`src/rtl/serial_deserializer.sv`:
```
// MSB-first serial-to-parallel receiver with a single-entry valid/ready output buffer.
// Define SERIAL_DESER_PARITY_EN to expect an even-parity bit after each word.
module serial_deserializer #(
  parameter int WIDTH = 8
) (
  input  logic             clk,
  input  logic             reset,
  input  logic             sin,
  input  logic             sin_valid,
  input  logic             start,
  output logic [WIDTH-1:0] p_out,
  output logic             p_valid,
  input  logic             p_ready,
  output logic             busy,
  output logic             overrun,
  output logic             frame_err
`ifdef SERIAL_DESER_PARITY_EN
  ,
  output logic             parity_err
`endif
);

  localparam int CW = $clog2(WIDTH) + 1;

  typedef enum logic [1:0] {
    IDLE   = 2'd0,
    SHIFT  = 2'd1
`ifdef SERIAL_DESER_PARITY_EN
    ,
    PARITY = 2'd2
`endif
  } state_t;

  state_t           r_state;
  state_t           w_nextState;
  logic [WIDTH-1:0] r_acc;
  logic [WIDTH-1:0] w_nextAcc;
  logic [WIDTH-1:0] w_shifted;
  logic [CW-1:0]    r_cnt;
  logic [CW-1:0]    w_nextCnt;
  logic [CW-1:0]    w_cntInc;
  logic             w_commit;
  logic [WIDTH-1:0] w_commitWord;
  logic             w_frameErr;
  logic             w_parityErr;

  logic [WIDTH-1:0] r_pOut;
  logic             r_pValid;
  logic             r_busy;
  logic             r_overrun;
  logic             r_frameErr;
  logic             r_parityErr;

  assign w_shifted = {r_acc[WIDTH-2:0], sin};
  assign w_cntInc  = r_cnt + CW'(1);

  always_ff @(posedge clk or posedge reset) begin
    if (reset) begin
      r_state <= IDLE;
      r_acc   <= '0;
      r_cnt   <= '0;
    end else begin
      r_state <= w_nextState;
      r_acc   <= w_nextAcc;
      r_cnt   <= w_nextCnt;
    end
  end

  // A start bit always begins a fresh word; outside IDLE it also abandons the partial one.
  always_comb begin
    w_nextState  = r_state;
    w_nextAcc    = r_acc;
    w_nextCnt    = r_cnt;
    w_commit     = 1'b0;
    w_commitWord = r_acc;
    w_frameErr   = 1'b0;
    w_parityErr  = 1'b0;
    if (sin_valid) begin
      if (start) begin
        w_frameErr  = (r_state != IDLE);
        w_nextAcc   = {{(WIDTH-1){1'b0}}, sin};
        w_nextCnt   = CW'(1);
        w_nextState = SHIFT;
      end else begin
        case (r_state)
          SHIFT: begin
            w_nextAcc = w_shifted;
            w_nextCnt = w_cntInc;
            if (w_cntInc == CW'(WIDTH)) begin
`ifdef SERIAL_DESER_PARITY_EN
              w_nextState = PARITY;
`else
              w_nextState  = IDLE;
              w_nextCnt    = '0;
              w_commit     = 1'b1;
              w_commitWord = w_shifted;
`endif
            end
          end
`ifdef SERIAL_DESER_PARITY_EN
          PARITY: begin
            w_nextState  = IDLE;
            w_nextCnt    = '0;
            w_commit     = 1'b1;
            w_commitWord = r_acc;
            w_parityErr  = ^{r_acc, sin};
          end
`endif
          default: ;
        endcase
      end
    end
  end

  // A pop on the same edge frees the buffer, so a commit then is not an overrun.
  always_ff @(posedge clk or posedge reset) begin
    if (reset) begin
      r_pOut      <= '0;
      r_pValid    <= 1'b0;
      r_busy      <= 1'b0;
      r_overrun   <= 1'b0;
      r_frameErr  <= 1'b0;
      r_parityErr <= 1'b0;
    end else begin
      r_busy      <= (w_nextState != IDLE);
      r_overrun   <= 1'b0;
      r_frameErr  <= w_frameErr;
      r_parityErr <= w_parityErr;
      if (w_commit) begin
        if (!r_pValid || p_ready) begin
          r_pOut   <= w_commitWord;
          r_pValid <= 1'b1;
        end else begin
          r_overrun <= 1'b1;
        end
      end else if (r_pValid && p_ready) begin
        r_pValid <= 1'b0;
      end
    end
  end

  assign p_out     = r_pOut;
  assign p_valid   = r_pValid;
  assign busy      = r_busy;
  assign overrun   = r_overrun;
  assign frame_err = r_frameErr;
`ifdef SERIAL_DESER_PARITY_EN
  assign parity_err = r_parityErr;
`else
  logic w_unusedParity;
  assign w_unusedParity = r_parityErr;
`endif

endmodule

```
`config.mk`:
```
export PLATFORM = sky130hd
export DESIGN_NAME = serial_deserializer
export DESIGN_NICKNAME = d
export VERILOG_FILES = /design/src/rtl/serial_deserializer.sv
export SDC_FILE = /design/constraint.sdc
export NUM_CORES = 1
export LEC_CHECK = 0
export ABC_AREA = 1
export BUFFER_PORTS_ARGS = -buffer_cell sky130_fd_sc_hd__buf_2
export CAP_MARGIN = 10
export CORE_ASPECT_RATIO = 0.75
export CORE_MARGIN = 2
export CORE_UTILIZATION = 40
export CTS_BUF_LIST = sky130_fd_sc_hd__clkbuf_4
export DETAILED_ROUTE_END_ITERATION = 8
export PLACE_DENSITY = 0.64
export SYNTH_ARGS = -nofsm -noshare
export SYNTH_HDL_FRONTEND = slang
export SYNTH_SLANG_ARGS = --single-unit
```
`constraint.sdc`:
```
create_clock -name clk -period 1.71 [get_ports clk]
set_input_delay 0 -clock clk [delete_from_list [all_inputs] [get_ports clk]]
set_output_delay 0 -clock clk [all_outputs]
set_load 0.01 [all_outputs]
```
==> results.txt, run 1 <==
Status = finished, final reports clean
Hold_buf cts = 5
DRC = 0
Global-route wire length before repair = 3.77 mm
Num CTS Buffers = 3
Synthesized area = 0.00113 sq mm
Most common cell in the synthesized netlist = nand2_1
Reg2Reg Depth = 8
CTS resizes = 0
Routed WL = 2.16 mm
Die Y = 50.1 um
Synth-to-layout area growth = 19.2%
DR vias = 875
Seq cells post-synth = 25
Depth of the CTS H-tree = 1
Hold Path Sink = p_out[7]
Setup crit end kind = register
Starting DRC count in detailed routing = 26
P_leak = 0.000736 uW
Setup Slack @ Placement = 242 ps
DR WL/cell = 12.0 um
R2r endpoint = p_out[3]
Syn nets = 125
MaxCap Viol Count = 0
Antenna cells = 0
Met3 Usage GRT = 4.26%
Delay of the slowest critical-path stage = 470 ps
Power Dens Cells = 855 mW/mm^2
Max IR drop VDD = 0.000439 V
Routability Congestion = 0.767
Placed Cells = 171
Clk buf depth = 2
I/O pins = 18
CTS sink count = 25
Pre-antenna DRT Iters = 4
Fmax = 0.679 GHz
CP Class = reg2reg
Area contributors post-synth = dfrtp_1, nand2_1, nand4_1, inv_1, o22ai_1
Final worst setup slack = 238 ps
Final Max Slew Viols = 0
Yosys cell types = 23
CTS tree = done
Worst Hold Launch = p_ready
Reg2reg setup slack = 240 ps
Worst Tran Pin Value = 317 ps
Row count = 16
WHS Path Cells = 5
Critical path required time = 1940 ps
Data arrival time of the critical path = 1700 ps
Core Area = 0.00266 sq mm
Vias/cell = 4.86
Worst skew pair latency = 320 ps
Hold Crit Class = in2reg
Via count of the first global-routing pass = 817
Post-synth top cells = nand2_1, dfrtp_1, inv_1
Setup TNS = 0 ps
Number of port buffers = 17
Final hold vios = 0
DIE AREA = 0.00328 sq mm
Post-detail-place hpwl = 1.58 mm
Postcts setup bufs = 0
Top-area cell type share of the netlist area = 55.1%
Worst-path fanout max = 8
Critical path, cell by cell = ha_1 -> inv_1 -> nand2_1 -> nand2_2 -> nor2_4 -> nand4_4 -> nand2_1 -> nand2_1
Grt ovf = 0
RSZ-0062 raised after global routing = false
Critical Path Slowest Stage Cell = dfrtp_1
Sequential fraction of the synthesis area = 55.1%
Clock-pin slew on the worst setup and hold paths = 140 ps
Starting density of the core = 42.6%
GR Util met1 = 21.8%
Setup crit start kind = register
Yosys warns = 0
Asr flop ratio synth = 100%
Post-synth top flop = dfrtp_1
Syn Area/Cell = 9.70 sq um
Slew HR = 78.8%
Final net count = 153
Yosys top cell by area = dfrtp_1
Clk_skew = 6.46 ps
Number of synthesized flops with an enable pin = 0
Post-Layout Cell Count = 180
Post-layout min period = 1470 ps
Grt peak-use layer = met2
Gr usage total = 15.4%
Most common cell on crit path = nand2_1
Synth Instances = 117
Die width = 65.5 um
Root Buffer Master = clkbuf_4
# setup viols final = 0
Fraction of layout cells with a size suffix above 1 = 26.4%
Initial antenna violation count = 0
Largest net degree at the start of global routing = 26
GR Layer Usage met2 = 22.8%
Period Utilization, post-route = 86.1%
Reg2Reg Launch Point = r_cnt[0]
Antenna Nets Post-Route = 0
## cell type report
cell class	count	area (sq um)
flip-flops and latches	25	626
well taps	36	45.0
clock inverters	1	5.00
fillers	243	1310
clock buffers	3	22.5
multi-input cells	72	425
repair buffers	26	165
inverters	17	63.8
## where the power goes
group          total [uW]  internal, uW  switching, uW
registers             669           626           43.0
clock network         268          87.8            181
logic                 219          84.0            135
## registers in the layout (all words and copies together) (netlist names)
signal / flops
busy: 1
r_cnt: 4
p_out: 8
frame_err: 1
overrun: 1
p_valid: 1
r_acc: 7
r_state: 2
## critical path, delay by kind of cell (launching register included)
family        cells  cell delay (ps)
simple gates      6              640
fa+ha+maj         1              210
buf+inv           1               50
flops             1              470
## logic make-up after synthesis
logic type / Yosys count / share of synthesized area [%]
buffers and inverters: 20 / 7.39
AOI/OAI and AO/OA: 12 / 6.28
and+or+nand+nor: 58 / 29.0
adders and majority gates: 2 / 2.20
DFF: 25 / 55.1
## worst max path at each step
| stage | start | endpoint | slack [ps] | cells after the start |
|---|---|---|---|---|
| 5_1_grt | r_cnt[0] | p_out[1] | 100 | 8 |
| 6_report | r_cnt[0] | p_out[3] | 240 | 8 |
| 3_5_place_dp | r_cnt[0] | p_out[0] | 240 | 8 |
| 4_1_cts | r_cnt[0] | p_out[2] | 230 | 8 |
| 3_3_place_gp | r_cnt[0] | p_out[2] | 310 | 8 |
| 2_1_floorplan | r_cnt[0] | p_out[0] | 390 | 8 |
## cells in the final DEF, fill, tap and decap left out, types with 3 or more instances in the layout
master,count
nand3_1,3
buf_2,17
dlygate4sd3_1,5
dfrtp_1,25
buf_4,4
clkbuf_4,3
nand2_1,31
nor2_1,3
nand2_2,4
inv_2,3
nand4_1,10
o22ai_1,6
inv_1,14
## metal layers
layer	vias to the layer above	routed length, um
li1	441	-
met1	408	1080
met2	21	951
met3	5	97
met4	0	31
met5	-	0
## stage by stage
stage / area (sq um) / util (%) / hold slack, ps / total power, uW
finish: 1350 / 50.8 / 222 / 1160
global route: 1350 / 50.8 / 255 / 1220
CTS: 1350 / 50.8 / 217 / 1160
detailed placement: 1270 / 47.9 / 68.3 / 892
global placement: 1270 / 47.9 / 61.9 / 882
floorplan: 1130 / - / 27.3 / 841
Note: power is estimated with default switching activity, not from simulation.
==> run 2, diff against run 1 <==
--- a/config.mk
+++ b/config.mk
@@ -11,7 +11,6 @@
 export CORE_ASPECT_RATIO = 0.75
 export CORE_MARGIN = 2
 export CORE_UTILIZATION = 40
-export CTS_BUF_LIST = sky130_fd_sc_hd__clkbuf_4
 export DETAILED_ROUTE_END_ITERATION = 8
 export PLACE_DENSITY = 0.64
 export SYNTH_ARGS = -nofsm -noshare
==> results.txt, run 2 (synthesized netlist as in run 1, its figures left out) <==
Worst Path Buf+Inv = 1
Commonest non-fill, non-tap cell in the layout = nand2_1
Synth-to-layout area growth = 20.0%
CTS resizes = 0
Post-DP Area = 0.00127 sq mm
Data arrival time of the critical path = 1630 ps
Final net count = 152
Clk buf depth = 2
Final worst setup slack = 242 ps
Most common cell on crit path = nand2_1
Setup crit end kind = register
Slew HR = 79.0%
Root Buffer Master = clkbuf_8
Setup TNS = 0 ps
Pre-antenna DRT Iters = 4
Die Y = 50.1 um
Setup crit start kind = register
Routed WL = 2.16 mm
Power Dens Cells = 905 mW/mm^2
Antenna Nets Post-Route = 0
Antenna cells = 0
Internal power = 871 uW
Post-layout min period = 1470 ps
Delay of the slowest critical-path stage = 460 ps
DR WL/cell = 12.1 um
Via count of the first global-routing pass = 807
Max IR drop VDD = 0.000488 V
P_sw = 361 uW
Worst skew pair latency = 270 ps
DR vias = 853
Grt ovf = 0
CTS tree = done
Critical path required time = 1870 ps
Starting density of the core = 42.6%
Core Area = 0.00266 sq mm
Critical path, cell by cell = ha_1 -> inv_1 -> nand2_1 -> nand2_2 -> nor2_4 -> nand4_4 -> nand2_1 -> nand2_1
Starting DRC count in detailed routing = 26
Period Utilization, post-route = 85.8%
Post-detail-place hpwl = 1.58 mm
Routability Congestion = 0.767
Max reg flops = 8
Hold Crit Class = in2reg
Status = finished, final reports clean
Fmax = 0.681 GHz
Global-route wire length before repair = 3.71 mm
CTS sink count = 25
Filler instances = 240
Seq pwr share = 54.3%
Worst-path fanout max = 8
Number of port buffers = 17
Gr usage total = 15.0%
Power, Total = 1230 uW
Initial antenna violation count = 0
Clock group share of total power = 28.3%
Clock-pin slew on the worst setup and hold paths = 90 ps
Depth of the CTS H-tree = 1
Final Util = 51.1%
Commonest non-fill, non-tap cells in the layout = nand2_1, dfrtp_1, buf_2
Post-route cell area = 0.00136 sq mm
Setup Slack @ Placement = 242 ps
I/O pins = 18
Net Sw Frac = 29.3%
Fraction of layout cells with a size suffix above 1 = 26.6%
# setup viols final = 0
Num CTS Buffers = 3
Critical Path Slowest Stage Cell = dfrtp_1
MaxCap Viol Count = 0
Worst path top cell family by delay = simple AND/OR/NAND/NOR gates
Final hold vios = 0
DIE AREA = 0.00328 sq mm
DRC = 0
Final Max Slew Viols = 0
Worst Tran Pin Value = 314 ps
RSZ-0062 raised after global routing = false
CP Class = reg2reg
Row count = 16
Vias/cell = 4.77
Largest net degree at the start of global routing = 26
Clk_skew = 3.12 ps
Combinational share of power = 17.5%
Die width = 65.5 um
P_leak = 0.000739 uW
[run 2: final timing paths]
path	start	endpoint	slack (ps)	cells after the start
worst max-delay path	r_cnt[0]	p_out[6]	240	8
worst min-delay path	start	frame_err	70	3
worst max register to register	r_cnt[0]	p_out[6]	240	8
worst min register to register	p_out[5]	p_out[5]	470	2
max in group asynchronous	reset	p_out[1]	1160	4
min in group asynchronous	reset	overrun	310	4
[run 2: worst min-delay path, stage by stage]
cell,delay [ps]
buf_2,120
nand2_1,120
nor2_1,60
[run 2: timing repair]
item | CTS | global route
hold buffers | 4 | 0
setup buffers | 0 | 0
endpoints found under the hold margin | 27 | 0
[run 2: layout make-up]
class                           instances  area (sq um)  share of cell area [%]
Timing Repair Buffer                   25           155                    11.4
Clock inverter                          1          5.00                   0.368
Inverter                               17          63.8                    4.69
Sequential cell                        25           626                    46.0
Clock buffer                            3          41.3                    3.03
Multi-Input combinational cell         72           425                    31.2
Tap cell                               36          45.0                    3.31
[run 2: layer usage]
layer  vias to the layer above  global-route usage [%]  part of all wire (%)
met1                       392                    21.6                    50
met2                        17                    22.1                    45
met5                         -                       0                     0
met4                         0                    5.21                   1.3
li1                        439                       -                     -
met3                         5                    3.59                   3.9
[run 2: through the flow]
stage | hold WS, ps | cells
detailed placement | 68.3 | 171
global placement | 61.9 | 171
floorplan | 27.3 | 117
global route | 87.5 | 179
finish | 67.7 | 179
CTS | 62.4 | 179
[run 2: power by group through the flow]
stage          clock, uW  combinational (uW)  sequential, uW
6_report             349                 215             669
5_1_grt              388                 243             674
4_1_cts              359                 217             668
3_5_place_dp           0                 212             680
3_3_place_gp           0                 206             676
2_1_floorplan          0                 167             674
